$ cat config.mk
export PLATFORM = sky130hd
export DESIGN_NAME = decode_fsm_ctrl
export DESIGN_NICKNAME = d
export VERILOG_FILES = /design/src/rtl/decode_fsm_ctrl.sv
export SDC_FILE = /design/constraint.sdc
export NUM_CORES = 1
export LEC_CHECK = 0
export CAP_MARGIN = 20
export CELL_PAD_IN_SITES_DETAIL_PLACEMENT = 1
export CELL_PAD_IN_SITES_GLOBAL_PLACEMENT = 2
export CORE_MARGIN = 10
export CORE_UTILIZATION = 32
export DETAILED_ROUTE_END_ITERATION = 10
export GPL_TIMING_DRIVEN = 1
export PLACE_DENSITY_LB_ADDON = 0.1
export SYNTH_ARGS = -nofsm -noshare
export SYNTH_HDL_FRONTEND = slang
export SYNTH_SLANG_ARGS = --single-unit
$ cat constraint.sdc
create_clock -name clk_i -period 1.8 [get_ports clk_i]
set_input_delay 0.18 -clock clk_i [delete_from_list [all_inputs] [get_ports clk_i]]
set_output_delay 0.18 -clock clk_i [all_outputs]
set_load 0.05 [all_outputs]
$ cat src/rtl/decode_fsm_ctrl.sv
// Sequencing controller for the serial decode FSM: INIT warm-up, IDLE start-bit hunt,
// DECODE frame shift-in with pattern match, frame/match pulses and a saturating match counter.
module decode_fsm_ctrl #(
  parameter int unsigned           INIT_CYCLES   = 4,
  parameter int unsigned           FRAME_BITS    = 8,
  parameter logic [FRAME_BITS-1:0] MATCH_PATTERN = 8'hA5
) (
  input  logic                  clk_i,
  input  logic                  rst_i,
  input  logic                  pi_i,
  output logic [1:0]            state_o,
  output logic                  po_o,
  output logic [FRAME_BITS-1:0] frame_data_o,
  output logic                  frame_valid_o,
  output logic [7:0]            match_cnt_o
);

  typedef enum logic [1:0] {
    StInit   = 2'd0,
    StDecode = 2'd1,
    StIdle   = 2'd2
  } fsmstate_e;

  localparam logic [7:0] InitLast = 8'(INIT_CYCLES - 1);
  localparam logic [5:0] BitLast  = 6'(FRAME_BITS - 1);

  fsmstate_e             state_q, state_d;
  logic [7:0]            init_cnt_q, init_cnt_d;
  logic [5:0]            bit_cnt_q, bit_cnt_d;
  logic [FRAME_BITS-1:0] shift_q, shift_d;
  logic [FRAME_BITS-1:0] frame_data_q, frame_data_d;
  logic                  frame_valid_q, frame_valid_d;
  logic                  po_q, po_d;
  logic [7:0]            match_cnt_q, match_cnt_d;
  logic [FRAME_BITS-1:0] shift_nxt;

  // MSB-first: the newest bit always lands in bit 0.
  assign shift_nxt = (shift_q << 1) | FRAME_BITS'(pi_i);

  always_comb begin
    state_d       = state_q;
    init_cnt_d    = init_cnt_q;
    bit_cnt_d     = bit_cnt_q;
    shift_d       = shift_q;
    frame_data_d  = frame_data_q;
    frame_valid_d = 1'b0;
    po_d          = 1'b0;
    match_cnt_d   = match_cnt_q;

    case (state_q)
      StInit: begin
        init_cnt_d = init_cnt_q + 8'd1;
        if (init_cnt_q == InitLast) begin
          state_d = StIdle;
        end
      end
      StIdle: begin
        if (pi_i) begin
          state_d   = StDecode;
          bit_cnt_d = '0;
        end
      end
      StDecode: begin
        shift_d   = shift_nxt;
        bit_cnt_d = bit_cnt_q + 6'd1;
        if (bit_cnt_q == BitLast) begin
          state_d       = StIdle;
          frame_data_d  = shift_nxt;
          frame_valid_d = 1'b1;
          if (shift_nxt == MATCH_PATTERN) begin
            po_d = 1'b1;
            if (match_cnt_q != 8'hFF) begin
              match_cnt_d = match_cnt_q + 8'd1;
            end
          end
        end
      end
      default: begin
        state_d = StInit;
      end
    endcase
  end

  always_ff @(posedge clk_i or posedge rst_i) begin
    if (rst_i) begin
      state_q       <= StInit;
      init_cnt_q    <= '0;
      bit_cnt_q     <= '0;
      shift_q       <= '0;
      frame_data_q  <= '0;
      frame_valid_q <= 1'b0;
      po_q          <= 1'b0;
      match_cnt_q   <= '0;
    end else begin
      state_q       <= state_d;
      init_cnt_q    <= init_cnt_d;
      bit_cnt_q     <= bit_cnt_d;
      shift_q       <= shift_d;
      frame_data_q  <= frame_data_d;
      frame_valid_q <= frame_valid_d;
      po_q          <= po_d;
      match_cnt_q   <= match_cnt_d;
    end
  end

  assign state_o       = state_q;
  assign po_o          = po_q;
  assign frame_data_o  = frame_data_q;
  assign frame_valid_o = frame_valid_q;
  assign match_cnt_o   = match_cnt_q;

endmodule

Word-level counts from Yosys, hierarchy flattened
Cells that the tools add are included.
- flip-flop bits (word level): 41
- bits of input ports: 3
- output and inout port bits: 20
- logic and storage cells: 38
- $add $sub $neg: 3
- eq/ne operators: 9
- mux-type cells: 11
- bitwise logic cells: 1
- reductions and logical operators: 6
- operator list (cell ; count):
    $add 8x1->8 const B ; 2
    $pmux 6 s2 ; 1
    $eq 8x2->1 const B ; 1
    $eq 8x8->1 const B ; 1
    $ne 8x8->1 const B ; 1
    $or 8x1->8 ; 1
    $add 6x1->6 const B ; 1
    $eq 6x3->1 const B ; 1
    $mux 2 ; 3
    $mux 6 ; 1
    $ne 2x2->1 const B ; 3
    $pmux 2 s3 ; 1
    $mux 1 ; 5
    $reduce_and 2->1 ; 2
    $reduce_and 4->1 ; 1
    $reduce_and 3->1 ; 1
    $eq 2x1->1 const B ; 1
    $eq 2x2->1 const B ; 1
    $logic_not 2->1 ; 1
    $reduce_bool 2->1 ; 1

Logic depth before layout (Yosys ltp)
- depth in word-level cells: 5
- gate-level depth with buffers: 6
- mapped depth without buffers: 5

Least setup slack after synthesis
Ideal clock, no wire load.
- kind: flip-flop to flip-flop
- start point: register state_q[0] (netlist: state_o[0])
- end point: register match_cnt_q[1] (netlist: match_cnt_o[1])
- arrival time: 1952 ps
- required time: 1675 ps
- slack: -277 ps
- stages on the path, launching flop included: 5
- clock period less this slack: 2077 ps
- cell sequence: dfrtp_1 > nand4b_1 > nor4_4 > o31a_2 > mux2_4
- longest elaborated chain between the ends: 2
- RTL lines (what ; line ; text):
    start: declaration ; 27 ; fsmstate_e state_q, state_d;
    start signal: assignment ; 86 ; state_q <= StInit;
    start signal: assignment ; 95 ; state_q <= state_d;
    $eq 2x1->1 ; 50 ; case (state_q)
    $reduce_and 4->1 (no source line) ; n/a ;
    end signal: assignment ; 102 ; match_cnt_q <= match_cnt_d;
    end: declaration ; 34 ; logic [7:0] match_cnt_q, match_cnt_d;
No other way between the ends.
A chain may end at the register's enable or synchronous reset.

Worst setup path after layout
- start point: register bit_cnt_q[5]
- end point: register match_cnt_q[4] (netlist: match_cnt_o[4])
- longest elaborated chain between the ends: 2
- RTL lines (what ; line ; text):
    start: declaration ; 29 ; logic [5:0] bit_cnt_q, bit_cnt_d;
    start signal: assignment ; 97 ; bit_cnt_q <= bit_cnt_d;
    $eq 6x3->1 ; 66 ; if (bit_cnt_q == BitLast) begin
    $reduce_and 4->1 (no source line) ; n/a ;
No other way between the ends.

==> run_summary.xml <==
<?xml version="1.0" encoding="UTF-8"?>
<metrics>
  <group name="status">
    <metric name="status" unit="">finished clean</metric>
  </group>
  <group name="worst_setup_path">
    <metric name="crit_fanout" unit="">6</metric>
    <metric name="category_of_the_worst_setup_path_launch_point" unit="">flop</metric>
    <metric name="critical_path.n_buffers_inverters" unit="">1</metric>
    <metric name="critical_path.max_stage_delay" unit="ns">0.41</metric>
    <metric name="criticalPathCategory" unit="">reg -&gt; reg</metric>
    <metric name="critical_path.cell_chain" unit="">or3_4 -&gt; nor4_4 -&gt; buf_4 -&gt; nand4_1 -&gt; mux2_4</metric>
    <metric name="crit_path_top_delay_cell" unit="">or3_4</metric>
    <metric name="cp.required" unit="ns">1.98</metric>
    <metric name="timing.critical_path.max_delay_family" unit="">simple AND/OR/NAND/NOR gates</metric>
    <metric name="arrival" unit="ns">1.95</metric>
    <metric name="critPathCaptureType" unit="">flop</metric>
  </group>
  <group name="power_and_ir_drop">
    <metric name="p_per_area" unit="nW/µm²">1410</metric>
    <metric name="vdd_drop_max" unit="V">0.000608</metric>
    <metric name="p_leak" unit="nW">1.14</metric>
  </group>
  <group name="sta">
    <metric name="slew_viol_final" unit="">0</metric>
    <metric name="fin_worst_skew" unit="ns">0.00215</metric>
    <metric name="actual_slew_at_the_worst_max_slew_pin" unit="ns">0.547</metric>
    <metric name="finalHoldViolCount" unit="">0</metric>
    <metric name="fin_hold_ws" unit="ns">0.256</metric>
    <metric name="headroom_to_the_max_slew_limit" unit="">0.635</metric>
    <metric name="period_needed" unit="ns">1.77</metric>
    <metric name="finalSetupViolations" unit="">0</metric>
    <metric name="max_freq" unit="GHz">0.564</metric>
    <metric name="grt_setup_unrepaired" unit="">true</metric>
    <metric name="timing.setup.tns" unit="ns">0</metric>
    <metric name="post-route-period-util" unit="">0.985</metric>
  </group>
  <group name="cts">
    <metric name="clock_buffer_count_from_cts" unit="">5</metric>
    <metric name="cts.path.max_buffers" unit="">2</metric>
    <metric name="cts_tree" unit="">built</metric>
    <metric name="h-tree-depth" unit="">2</metric>
    <metric name="clk_latency" unit="ns">0.29</metric>
    <metric name="clk_pin_slew" unit="ns">0.07</metric>
    <metric name="clkSinkCount" unit="">41</metric>
    <metric name="clockRootBuffer" unit="">clkbuf_8</metric>
    <metric name="cts_hold_buf" unit="">0</metric>
  </group>
  <group name="synth">
    <metric name="asyncSetResetFlopFracSynth" unit="">1.00</metric>
    <metric name="synth_most_common_cell" unit="">dfrtp_1</metric>
    <metric name="post_synth_mux_area_share" unit="">0.0776</metric>
    <metric name="netlist_top_cells_count" unit="">dfrtp_1 (41), nand2_1 (31), mux2_2 (8), o21ai_0 (8), nor2_1 (7)</metric>
    <metric name="synthAdderAreaFrac" unit="">0.0210</metric>
    <metric name="synthDistinctLibCells" unit="">35</metric>
    <metric name="yosysTopAreaCellShare" unit="">0.573</metric>
    <metric name="yosys-top-cells-area" unit="">dfrtp_1 (57%), nand2_1 (6.5%), mux2_2 (5.0%)</metric>
    <metric name="post_synth_instance_area" unit="µm²">1790</metric>
    <metric name="ys_ff_latch" unit="">41</metric>
    <metric name="synth-simple-area-share" unit="">0.198</metric>
    <metric name="synth_enable_flop_cells" unit="">0</metric>
    <metric name="largest_family_of_logic_cells_by_synthesized_area" unit="">simple AND/OR/NAND/NOR gates</metric>
    <metric name="synth.yosys.seq_area_share" unit="">0.573</metric>
    <metric name="synth_fp_nets" unit="">164</metric>
    <metric name="syn_avg_cell_area" unit="µm²">11.3</metric>
    <metric name="synth_top_area_cell" unit="">dfrtp_1</metric>
    <metric name="syn-instance-count" unit="">158</metric>
    <metric name="synth_warnings" unit="">0</metric>
    <metric name="synthXorXnorAreaFrac" unit="">0.0489</metric>
    <metric name="synth-compound-area-share" unit="">0.0685</metric>
    <metric name="synth-main-ff-cell" unit="">dfrtp_1</metric>
  </group>
  <group name="drt">
    <metric name="via_per_inst" unit="">4.87</metric>
    <metric name="dr.pass1.iters" unit="">4</metric>
    <metric name="num_vias" unit="">1348</metric>
    <metric name="avgRoutedWirePerCell" unit="µm">15.3</metric>
    <metric name="drt_iter0_drc" unit="">32</metric>
    <metric name="drc" unit="">0</metric>
    <metric name="postRouteWirelength" unit="mm">4.23</metric>
    <metric name="drtAntennaViolNets" unit="">0</metric>
  </group>
  <group name="die">
    <metric name="die_h" unit="µm">94.8</metric>
    <metric name="pin_count" unit="">23</metric>
    <metric name="die-width" unit="µm">94.8</metric>
    <metric name="die_area" unit="µm²">8990</metric>
    <metric name="initial_core_util" unit="">0.327</metric>
    <metric name="core" unit="µm²">5470</metric>
    <metric name="placement_rows" unit="">27</metric>
  </group>
  <group name="global_routing">
    <metric name="grt_pass1_wl" unit="mm">7.47</metric>
    <metric name="grt_overflow" unit="">0</metric>
    <metric name="grt_max_degree" unit="">42</metric>
    <metric name="grt_pass1_vias" unit="">1497</metric>
    <metric name="grt_antenna_before_repair" unit="">0</metric>
    <metric name="gr-usage-all-layers" unit="">0.106</metric>
  </group>
  <group name="min_path">
    <metric name="hold_path_class" unit="">in -&gt; async</metric>
  </group>
  <group name="placed_design">
    <metric name="gpl.final_weighted_congestion" unit="">0.787</metric>
    <metric name="detailed_place.area" unit="µm²">2220</metric>
    <metric name="port_buffers" unit="">22</metric>
    <metric name="dp_hpwl" unit="mm">3.06</metric>
  </group>
  <group name="flow_run">
    <metric name="timing.max_cap.violations" unit="">0</metric>
  </group>
  <group name="cells_and_area">
    <metric name="stdcell_area" unit="µm²">2350</metric>
    <metric name="finalNetCount" unit="">210</metric>
    <metric name="area_growth" unit="%">31.2</metric>
    <metric name="drive_above_1_share" unit="">0.239</metric>
    <metric name="n_antenna_cell" unit="">0</metric>
  </group>
</metrics>
[state kept, by name, indices dropped and copies added (netlist names)]
register,cells
frame_valid_o,1
bit_cnt_q,6
shift_q,7
po_o,1
state_o,2
init_cnt_q,8
frame_data_o,8
match_cnt_o,8
[report_power, final]
| part | internal [W] | leakage (nW) | switching, W |
|---|---|---|---|
| clock network | 0.000276 | 0.0395 | 0.000305 |
| registers | 0.00120 | 0.538 | 0.000213 |
| logic | 0.000581 | 0.566 | 0.000745 |
| total | 0.00206 | 1.14 | 0.00126 |
[layout make-up]
| cell class | count | area [µm²] |
|---|---|---|
| sequential | 41 | 1030 |
| fill | 625 | 3120 |
| timing repair buffer | 42 | 377 |
| multi-input combinational | 111 | 763 |
| clock buffer | 8 | 80.1 |
| inverter | 3 | 11.3 |
| tap | 72 | 90.1 |
[layout by cell type (no fill, tap or decap), drive strengths merged, types with 6 or more instances in the layout]
cell type	count
dfrtp	41
nand2	31
buf	25
clkdlybuf4s50	16
mux2	12
o21ai	8
clkbuf	8
nor2	7
nand4	6
[what timing repair did]
action                                  4_1_cts  5_1_grt
gates resized for setup                       0        7
endpoints found under the setup margin        3       16
pin swaps                                     2        2
setup buffers                                 3        1
cloned                                        0        0
hold endpoints to repair                      0        0
[cell families after synthesis]
group,after synthesis
DFF,41
and+or+nand+nor,66
xor gates and xnor gates,10
buffers and inverters,6
muxes,12
adders and majority gates,3
AOI/OAI and AO/OA,20
[worst paths after layout]
| path | cells after the start | end | slack (ns) | start |
|---|---|---|---|---|
| max in group asynchronous | 3 | state_o[0] | 1.31 | rst_i |
| worst max register to register | 5 | match_cnt_o[4] | 0.03 | bit_cnt_q[5] |
| worst max-delay path | 5 | match_cnt_o[4] | 0.03 | bit_cnt_q[5] |
| min in group clk_i | 1 | init_cnt_q[7] | 0.49 | init_cnt_q[7] |
| worst min register to register | 1 | init_cnt_q[7] | 0.49 | init_cnt_q[7] |
| worst min-delay path | 3 | init_cnt_q[4] | 0.26 | rst_i |
[worst min-delay path, delay by kind of cell]
family | cells | cell delay [ns]
buf+inv | 3 | 0.74
[metal layers]
layer,part of all wire,vias up,wire length (µm),global-route usage
li1,-,646,-,-
met3,0.061,8,258,0.0428
met4,0.023,0,97,0.0449
met1,0.42,673,1780,0.118
met2,0.50,21,2100,0.176
met5,0,-,0,0
[stage by stage]
step	total power (W)	util	std cells	worst slack, ns
floorplan	0.00224	-	158	-0.141
global placement	0.00271	0.406	266	-0.0232
detailed placement	0.00277	0.406	266	-0.0594
CTS	0.00339	0.424	277	0.0148
global route	0.00361	0.429	277	-0.0615
finish	0.00332	0.429	277	0.0279
Note: power is estimated with default switching activity, not from simulation.
